$ cat config.mk
export PLATFORM = sky130hd
export DESIGN_NAME = command_queue
export DESIGN_NICKNAME = d
export VERILOG_FILES = /design/src/rtl/command_queue.sv
export SDC_FILE = /design/constraint.sdc
export NUM_CORES = 1
export LEC_CHECK = 0
export ABC_AREA = 1
export ABC_CLOCK_PERIOD_IN_PS = 3900
export CAP_MARGIN = 0
export CORE_ASPECT_RATIO = 0.5
export CORE_MARGIN = 4
export CORE_UTILIZATION = 25
export DETAILED_ROUTE_END_ITERATION = 12
export SLEW_MARGIN = 0
export SYNTH_ARGS = -nofsm -noshare
export SYNTH_HDL_FRONTEND = slang
export SYNTH_SLANG_ARGS = --single-unit
$ cat constraint.sdc
create_clock -name clk -period 3.9 [get_ports clk]
set_input_delay 0.39 -clock clk [delete_from_list [all_inputs] [get_ports clk]]
set_output_delay 0.39 -clock clk [all_outputs]
set_load 0.005 [all_outputs]
$ cat src/rtl/command_queue.sv
// Elastic command FIFO between the I2C slave and the TPU.
// Buffers execute-strobed commands and replays them one at a time under the TPU busy handshake.
module command_queue #(
  parameter int unsigned DEPTH_LOG2   = 4,
  parameter int unsigned WIDTH        = 48,
  parameter int unsigned GUARD_CYCLES = 2
) (
  input  logic                  clk,
  input  logic                  reset_button,
  input  logic                  in_execute,
  input  logic [WIDTH-1:0]      in_command,
  output logic                  in_busy,
  output logic                  out_execute,
  output logic [WIDTH-1:0]      out_command,
  input  logic                  out_busy,
  input  logic                  flush,
  output logic [DEPTH_LOG2:0]   level,
  output logic                  overflow
);

  localparam int unsigned DEPTH   = 1 << DEPTH_LOG2;
  localparam int unsigned PTR_W   = DEPTH_LOG2;
  localparam int unsigned LVL_W   = DEPTH_LOG2 + 1;
  localparam int unsigned GUARD_W = 4;

  localparam logic [1:0] ST_IDLE  = 2'd0;
  localparam logic [1:0] ST_GUARD = 2'd1;
  localparam logic [1:0] ST_WAIT  = 2'd2;

  logic [WIDTH-1:0]   mem [DEPTH];
  logic [PTR_W-1:0]   wr_ptr;
  logic [PTR_W-1:0]   rd_ptr;
  logic [1:0]         state;
  logic [1:0]         state_d;
  logic [GUARD_W-1:0] guard_cnt;
  logic [GUARD_W-1:0] guard_d;
  logic [LVL_W-1:0]   level_d;
  logic               full;
  logic               empty;
  logic               wr_en;
  logic               wr_drop;
  logic               pop;

  // Fullness is judged on the level at the start of the cycle, so a same-cycle pop never frees room.
  assign full    = (level == LVL_W'(DEPTH));
  assign empty   = (level == '0);
  assign wr_en   = in_execute & ~flush & ~full;
  assign wr_drop = in_execute & ~flush & full;

  // Dispatch FSM next-state logic.
  always_comb begin
    state_d = state;
    guard_d = guard_cnt;
    pop     = 1'b0;
    case (state)
      ST_IDLE: begin
        if (!empty && !out_busy) begin
          pop     = 1'b1;
          guard_d = GUARD_W'(GUARD_CYCLES);
          state_d = ST_GUARD;
        end
      end
      ST_GUARD: begin
        // out_busy is not trusted until the TPU has had time to raise it.
        if (guard_cnt <= GUARD_W'(1)) begin
          guard_d = '0;
          state_d = ST_WAIT;
        end else begin
          guard_d = guard_cnt - GUARD_W'(1);
        end
      end
      ST_WAIT: begin
        if (!out_busy) begin
          state_d = ST_IDLE;
        end
      end
      default: begin
        state_d = ST_IDLE;
        guard_d = '0;
      end
    endcase
  end

  // Occupancy update; flush overrides everything.
  always_comb begin
    level_d = level;
    if (flush) begin
      level_d = '0;
    end else if (wr_en && !pop) begin
      level_d = level + LVL_W'(1);
    end else if (!wr_en && pop) begin
      level_d = level - LVL_W'(1);
    end
  end

  // FSM state register.
  always_ff @(posedge clk or negedge reset_button) begin
    if (!reset_button) begin
      state     <= ST_IDLE;
      guard_cnt <= '0;
    end else begin
      state     <= state_d;
      guard_cnt <= guard_d;
    end
  end

  // Pointers, level and status flags.
  always_ff @(posedge clk or negedge reset_button) begin
    if (!reset_button) begin
      wr_ptr   <= '0;
      rd_ptr   <= '0;
      level    <= '0;
      in_busy  <= 1'b0;
      overflow <= 1'b0;
    end else begin
      level   <= level_d;
      in_busy <= full;
      if (wr_en) begin
        wr_ptr <= wr_ptr + PTR_W'(1);
      end
      if (flush) begin
        rd_ptr   <= wr_ptr;
        overflow <= 1'b0;
      end else begin
        if (pop) begin
          rd_ptr <= rd_ptr + PTR_W'(1);
        end
        if (wr_drop) begin
          overflow <= 1'b1;
        end
      end
    end
  end

  // Dispatch outputs; out_command holds until the next pop.
  always_ff @(posedge clk or negedge reset_button) begin
    if (!reset_button) begin
      out_execute <= 1'b0;
      out_command <= '0;
    end else begin
      out_execute <= pop;
      if (pop) begin
        out_command <= mem[rd_ptr];
      end
    end
  end

  // Storage array; contents need no reset.
  always_ff @(posedge clk) begin
    if (wr_en) begin
      mem[wr_ptr] <= in_command;
    end
  end

endmodule

After elaboration in Yosys (flattened, before gate mapping):

Memories as Yosys holds them, arrays and structs flattened. A register that Yosys moved wholly into a read port is not among the register bits.
Cells that the tools add are included.

* $add $sub $neg: 5
* magnitude comparators: 1
* equal/unequal tests: 6
* mux-type cells: 18
* bitwise logic cells: 6
* reductions and logical operators: 15

Operator list (number)
* two-way mux 4 bit: 4
* two-way mux 5 bit: 3
* case mux 4 bit (3 select lines): 1
* adder 4 x 1 -> 4 bit, second input constant: 2
* two-way mux 1 bit: 6
* two-way mux 2 bit: 3
* inequality test 2 bit, second input constant: 3
* case mux 2 bit (3 select lines): 1
* adder 5 x 1 -> 5 bit, second input constant: 1
* == test 5 bit, second input constant: 1
* zero test 1 bit: 5
* zero test 5 bit: 1
* subtractor 5 x 1 -> 5 bit, second input constant: 1
* <= comparator 4 x 1 -> 1 bit, second input constant: 1
* nonzero test 2 bit: 2
* subtractor 4 x 1 -> 4 bit, second input constant: 1
* AND 1 bit: 3
* logical AND 1 bit: 3
* inverter 1 bit: 3
* AND reduction 3 bit: 1
* nonzero test 3 bit: 1
* == test 2 x 1 -> 1 bit, second input constant: 1
* == test 2 bit, second input constant: 1
* zero test 2 bit: 1
* AND reduction 2 bit: 1

* register bits after elaboration: 22
* RAM bits: 768
* bits of input ports: 53
* output and inout bits: 56
* word-level logic and storage cells: 60
* memories kept: 1

Memories
* mem: words 16, bits a word 48, read ports 1, clocked after Yosys merged registers in 1, write ports 1, RTL line 30 `logic [WIDTH-1:0] mem [DEPTH];`

Logic depth before layout (Yosys ltp):

Gate-level depths: netlist (run 1).

* depth in word-level cells: 9
* depth in mapped cells: 15
* mapped depth without buffers: 15

Worst setup path after synthesis (run 1):

Ideal clock, no wire load.

* path kind: register to register
* start: register level[1]
* end: memory mem[0][0] (enable)
* setup time: 0.454 ns
* arrival: 3.027 ns
* required time: 3.446 ns
* path slack: 0.419 ns
* stages on the path, launching flop included: 7
* buffers on the path: 0
* clock period less this slack: 3.481 ns
* path through: dfrtp_1 > nor2_1 > nand3_1 > nand2_1 > inv_1 > nand2_1 > nor2_1

* cells in the longest elaborated chain, start to end: 5

RTL lines
* start: declaration: RTL line 17 `output logic [DEPTH_LOG2:0] level,`
* start signal: assignment: RTL line 116 `level <= level_d;`
* == test 5 bit: RTL line 45 `assign full = (level == LVL_W'(DEPTH));`
* inverter 1 bit: RTL line 47 `assign wr_en = in_execute & ~flush & ~full;`
* AND 1 bit: RTL line 47
* two-way mux 1 bit: RTL line 150 `if (wr_en) begin`
* two-way mux 1 bit (implied by the code): RTL line 151 `mem[wr_ptr] <= in_command;`
* end: declaration: RTL line 30

No other way between the ends.

==> impl_metrics.env, run 1 <==
export IMPL_setup_viol=0
export IMPL_setup_tns_ns=0
export IMPL_grt_use_total=0.118
export IMPL_io_buffers=108
export IMPL_ff2ff_setup_slack_ns=1.19
export IMPL_syn_area_sq_mm=0.0333
export IMPL_r2r_end="out_command[40]"
export IMPL_p_total_w=0.0274
export IMPL_crit_buf_inv=1
export IMPL_grt_pass1_vias=20600
export IMPL_cts_buffers=85
export IMPL_final_cell_mix="949 x nand2_1, 768 x edfxtp_1, 212 x nand3_1, 154 x nor2_1, 107 x clkdlybuf4s50_1"
export IMPL_fin_util=0.298
export IMPL_clock_fmax_ghz=0.369
export IMPL_worst_path_stages=7
export IMPL_cp_slowest_stage_delay_ns=0.90
export IMPL_antenna_found_initial=7
export IMPL_worst_pin_slew_ns=1.09
export IMPL_yosys_area_share_simple=0.160
export IMPL_cts_htree_levels=3
export IMPL_skew_ns=0.0122
export IMPL_cpMostUsedCell="nand2_1"
export IMPL_synth_mux_area_frac=0
export IMPL_synth_top_family_by_area="simple AND/OR/NAND/NOR gates"
export IMPL_clock_latency_ns=0.61
export IMPL_drive_gt1_frac=0.0636
export IMPL_place_ws_ns=1.10
export IMPL_cp_start_kind="flop"
export IMPL_end_kind="flop"
export IMPL_power_density_mw_per_mm2=697
export IMPL_row_count=94
export IMPL_slowest_stage="dfrtp_4"
export IMPL_final_cell_area_sq_mm=0.0393
export IMPL_dieArea_sq_mm=0.139
export IMPL_crit_arrival_ns=3.26
export IMPL_synth_xor_area_frac=0.00158
export IMPL_cts_sink_count=838
export IMPL_crit_end="out_command[40]"
export IMPL_start_util=0.253
export IMPL_ys_ff_latch=838
export IMPL_clk_pin_slew_ns=0.06
export IMPL_period_minus_slack_ns=2.71
export IMPL_slew_viol_final=0
export IMPL_yosysSeqAreaShare=0.745
export IMPL_cp_max_fo=70
export IMPL_slew_headroom=0.277
export IMPL_status="finished clean"
export IMPL_cp_cell_sequence="buf_4 -> o21ai_0 -> o22ai_1 -> nand2_1 -> nand2_1 -> nand3_1 -> nand2_1"
export IMPL_place_congestion=0.779
export IMPL_dr_pass1_iters=5
export IMPL_crit_start="rd_ptr[0]"
export IMPL_p_leak_nw=13.8
export IMPL_cts_tree="done"
export IMPL_mostFrequentLayoutCell="nand2_1"
export IMPL_coreArea_sq_mm=0.132
export IMPL_synth_compound_gate_area_share=0.0626
export IMPL_synth_fa_ha_area_frac=0.00473
export IMPL_critPathRequiredTime_ns=4.44
export IMPL_synth_nets=2796
export IMPL_area_growth_pct=18.0
export IMPL_overflow=0
export IMPL_synth_cell_types=31
export IMPL_hp_class="in -> async"
export IMPL_syn_inst=2731
export IMPL_die_w_microns=524
export IMPL_ant_nets=0
export IMPL_drtIter0Drc=1856
export IMPL_viasPerCell=4.47
export IMPL_grt_pass1_wl_microns=128000
export IMPL_wirelength_microns=84100
export IMPL_fp_dieH_microns=266
export IMPL_syn_avg_cell_area_sq_um=12.2
export IMPL_holdBufCountCts=1
export IMPL_cts_buffer_depth=3
export IMPL_post_route_period_util=0.695
export IMPL_wl_per_cell_microns=18.1
export IMPL_hold_viol_final=0
export IMPL_maxCapViolations=0
export IMPL_cts_resized=0
export IMPL_grt_max_degree=216
export IMPL_dpl_hpwl_microns=43400
export IMPL_final_nets=2875
export IMPL_grt_setup_unrepaired="no"
export IMPL_fin_ws_ns=1.19
export IMPL_cp_top_family="flip-flops"
export IMPL_r2r_start="rd_ptr[0]"
export IMPL_ys_warn_count=0
export IMPL_root_buffer="clkbuf_16"
export IMPL_post_cts_buffers=0
export IMPL_reg2reg_depth=7
export IMPL_placed_area_sq_mm=0.0365
export IMPL_num_vias=20800
export IMPL_worstSetupPathType="reg -> reg"
export IMPL_drc=0
export IMPL_pin_count=109
export IMPL_irDropWorstVdd_uv=570
-- worst min-delay path by stage --
stage	from	to	slack, ns
after floorplan	reset_button	guard_cnt[0]	0.09
after global routing	reset_button	out_command[30]	0.37
after detailed placement	reset_button	out_command[30]	0.43
after global placement	reset_button	out_command[30]	0.42
final	reset_button	out_command[27]	0.34
after CTS	reset_button	out_command[30]	0.33
-- final cells by class --
type,count,area [sq um]
repair buffers,150,1630
clock inverters,34,327
well taps,1776,2220
flip-flops and latches,838,24800
multi-input cells,1712,7750
inverters,23,103
fillers,13100,92500
diodes,4,10.0
clock buffers,122,2430
-- worst reg2reg max path, stage by stage, from the launching register on --
cell and delay, ns:
dfrtp_4 0.90, buf_4 0.83, o21ai_0 0.27, o22ai_1 0.19, nand2_1 0.08, nand2_1 0.08
nand3_1 0.17, nand2_1 0.12
-- kinds of logic (layout without fill, tap and decap cells) --
family                     after synthesis  in the layout
and+or+nand+nor                       1340           1340
DFF                                    838            838
AOI/OAI and AO/OA                      354            354
buffers and inverters                  181            329
adders and majority gates               12             12
xor gates and xnor gates                 6              6
other                                    0              4
-- cells in the mapped netlist --
| cell | n | share of area |
|---|---|---|
| nand2_1 | 950 | 0.11 |
| edfxtp_1 | 768 | 0.69 |
| nand3_1 | 212 | 0.032 |
| nor2_1 | 170 | 0.019 |
| o21ai_0 | 105 | 0.016 |
| a21oi_1 | 101 | 0.015 |
| buf_2 | 81 | 0.012 |
| dfrtp_1 | 70 | 0.053 |
| o211ai_1 | 49 | 0.011 |
| o22ai_1 | 48 | 0.0090 |
| clkbuf_1 | 47 | 0.0053 |
| a21boi_0 | 43 | 0.0097 |
| inv_1 | 19 | 0.0021 |
| buf_4 | 16 | 0.0036 |
| ha_1 | 11 | 0.0041 |
| buf_1 | 10 | 0.0011 |
| a21boi_1 | 5 | 0.0011 |
| buf_6 | 4 | 0.0014 |
| xor2_1 | 4 | 0.0011 |
| inv_2 | 3 | 0.00034 |
| nand3b_1 | 2 | 0.00045 |
| nand4_1 | 2 | 0.00038 |
| o221ai_1 | 2 | 0.00053 |
| xnor2_1 | 2 | 0.00053 |
| fa_1 | 1 | 0.00060 |
| inv_4 | 1 | 0.00019 |
| nand3_2 | 1 | 0.00030 |
| nor2_4 | 1 | 0.00034 |
| nor3_1 | 1 | 0.00015 |
| o31ai_1 | 1 | 0.00023 |
| or2_2 | 1 | 0.00019 |
-- flip-flops by register name, summed over array words and instances (netlist names) --
| signal | flops |
|---|---|
| guard_cnt | 4 |
| in_busy | 1 |
| level | 5 |
| mem | 768 |
| out_command | 48 |
| out_execute | 1 |
| overflow | 1 |
| rd_ptr | 4 |
| state | 2 |
| wr_ptr | 4 |
-- metal layers --
metal	vias to the layer above	global-route usage	part of all wire	wire length, microns
met4	4	0.0434	0.029	2440
met5	-	0	0.00032	27
li1	9758	-	-	-
met3	127	0.0162	0.050	4200
met2	529	0.208	0.51	42600
met1	10400	0.147	0.41	34800
-- stage by stage --
stage	hold slack, ns	instances
finish	0.338	4659
global route	0.373	4658
CTS	0.330	4655
detailed placement	0.432	4498
global placement	0.421	4498
floorplan	0.0944	2731
-- power by group --
| group | switching, W | leakage [nW] | total (W) | internal (W) |
|---|---|---|---|---|
| Combinational | 0.00549 | 4.69 | 0.00811 | 0.00262 |
| Sequential | 0.000659 | 7.79 | 0.0112 | 0.0106 |
| Clock | 0.00325 | 1.34 | 0.00803 | 0.00478 |
Note: power is estimated with default switching activity, not from simulation.
==> inputs of run 2 (changes only) <==
Settings changed: ABC_CLOCK_PERIOD_IN_PS 3900 to 2610.
Clock period 3.9 ns to 2.61 ns, I/O delays scaled along.
==> impl_metrics.env, run 2 (synthesis gave the netlist of run 1 again) <==
export IMPL_maxCapViolations=0
export IMPL_io_buffers=108
export IMPL_grt_setup_unrepaired="no"
export IMPL_overflow=0
export IMPL_wl_per_cell_microns=17.8
export IMPL_mostFrequentLayoutCell="nand2_1"
export IMPL_slew_viol_final=0
export IMPL_skew_ns=0.0252
export IMPL_coreArea_sq_mm=0.132
export IMPL_reg2reg_depth=13
export IMPL_row_count=94
export IMPL_critPathRequiredTime_ns=3.12
export IMPL_worst_pin_slew_ns=0.831
export IMPL_fin_ws_ns=0.269
export IMPL_cts_buffer_depth=3
export IMPL_status="finished clean"
export IMPL_grt_use_total=0.118
export IMPL_antenna_found_initial=3
export IMPL_final_cell_mix="949 x nand2_1, 768 x edfxtp_1, 212 x nand3_1, 154 x nor2_1, 107 x clkdlybuf4s50_1"
export IMPL_drc=0
export IMPL_cp_max_fo=7
export IMPL_irDropWorstVdd_uv=1000
export IMPL_crit_arrival_ns=2.85
export IMPL_dpl_hpwl_microns=48200
export IMPL_place_ws_ns=0.192
export IMPL_dieArea_sq_mm=0.139
export IMPL_place_congestion=0.811
export IMPL_final_nets=2919
export IMPL_cp_start_kind="flop"
export IMPL_period_minus_slack_ns=2.34
export IMPL_largest_registers="mem (768), out_command (48), level (5)"
export IMPL_die_w_microns=524
export IMPL_hp_class="in -> async"
export IMPL_p_leak_nw=14.3
export IMPL_grt_pass1_vias=21300
export IMPL_cts_htree_levels=3
export IMPL_largest_reg_flops=768
export IMPL_pin_count=109
export IMPL_dr_pass1_iters=7
export IMPL_root_buffer="clkbuf_16"
export IMPL_post_cts_buffers=0
export IMPL_cts_buffers=88
export IMPL_setup_viol=0
export IMPL_fp_dieH_microns=266
export IMPL_viasPerCell=4.49
export IMPL_grt_pass1_wl_microns=129000
export IMPL_wirelength_microns=83800
export IMPL_clock_fmax_ghz=0.427
export IMPL_drive_gt1_frac=0.0857
export IMPL_cts_resized=0
export IMPL_clock_latency_ns=0.64
export IMPL_clk_pin_slew_ns=0.06
export IMPL_hold_ws_ns=0.163
export IMPL_num_vias=21100
export IMPL_start_util=0.253
export IMPL_top_register="mem"
export IMPL_post_route_period_util=0.897
export IMPL_worstSetupPathType="reg -> reg"
export IMPL_power_density_mw_per_mm2=1060
export IMPL_grt_max_degree=148
export IMPL_ant_nets=0
export IMPL_slew_headroom=0.444
export IMPL_drtIter0Drc=1596
export IMPL_end_kind="flop"
export IMPL_area_growth_pct=20.6
export IMPL_holdBufCountCts=1
export IMPL_hold_viol_final=0
export IMPL_cts_sink_count=838
export IMPL_cts_tree="done"
## run 2: cell types whose count changed in the layout (fill, tap and decap cells not counted), moves of 3 or more
cell,delta
buf_4,+21
clkinvlp_4,+8
clkinv_2,+10
clkinv_1,-3
clkbuf_8,-5
clkbuf_16,+3
diode_2,-3
bufinv_16,+8
buf_12,+20
clkbuf_1,-15
## run 2: layout make-up
class | instances | area [sq um]
sequential | 838 | 24800
clock inverter | 60 | 699
fill | 13100 | 91700
inverter | 23 | 103
antenna | 1 | 2.50
timing repair buffer | 191 | 2190
tap | 1776 | 2220
multi-input combinational | 1712 | 7750
clock buffer | 105 | 2380
## run 2: metal layers
metal  up-vias  track usage  part of all wire
met5         -            0                 0
met4         0       0.0389             0.031
met3       149       0.0154             0.042
met2       507        0.207              0.50
met1     10600        0.150              0.43
li1       9849            -                 -
## run 2: worst max-delay path: stages, from the launching register on
cell	delay, ns
dfrtp_1	0.45
nor2_1	0.19
nand3_1	0.16
nand3_4	0.14
nand2_1	0.19
fa_1	0.47
nand3_1	0.14
nand4_1	0.09
nand2_1	0.10
inv_1	0.05
nand2_1	0.06
nand2_1	0.06
nand3_1	0.06
nand2_1	0.06
## run 2: final timing paths
kind | end | slack (ns) | startpoint
worst max-delay path | level[4] | 0.27 | level[0]
worst min-delay path | out_command[33] | 0.16 | reset_button
worst max register to register | level[4] | 0.27 | level[0]
worst min register to register | out_command[7] | 0.48 | out_command[7]
max in group asynchronous | out_command[3] | 1.74 | reset_button
min in group clk | state[1] | 0.27 | out_busy
## run 2: power by group
group          internal, W  leakage, nW  total (W)  switching (W)
Clock              0.00800         1.49     0.0132        0.00516
Sequential          0.0158         7.79     0.0165       0.000696
Combinational      0.00435         4.97     0.0130        0.00869
## run 2: metrics by stage
stage	power (W)	cells	TNS, ns	util	cell area (sq um)
after floorplan	0.0246	2731	-78.90	-	33400
after global placement	0.0297	4539	0	0.281	37100
after detailed placement	0.0299	4539	0	0.281	37100
after CTS	0.0431	4705	0	0.305	40200
after global routing	0.0450	4705	0	0.305	40200
final	0.0427	4706	0	0.305	40200
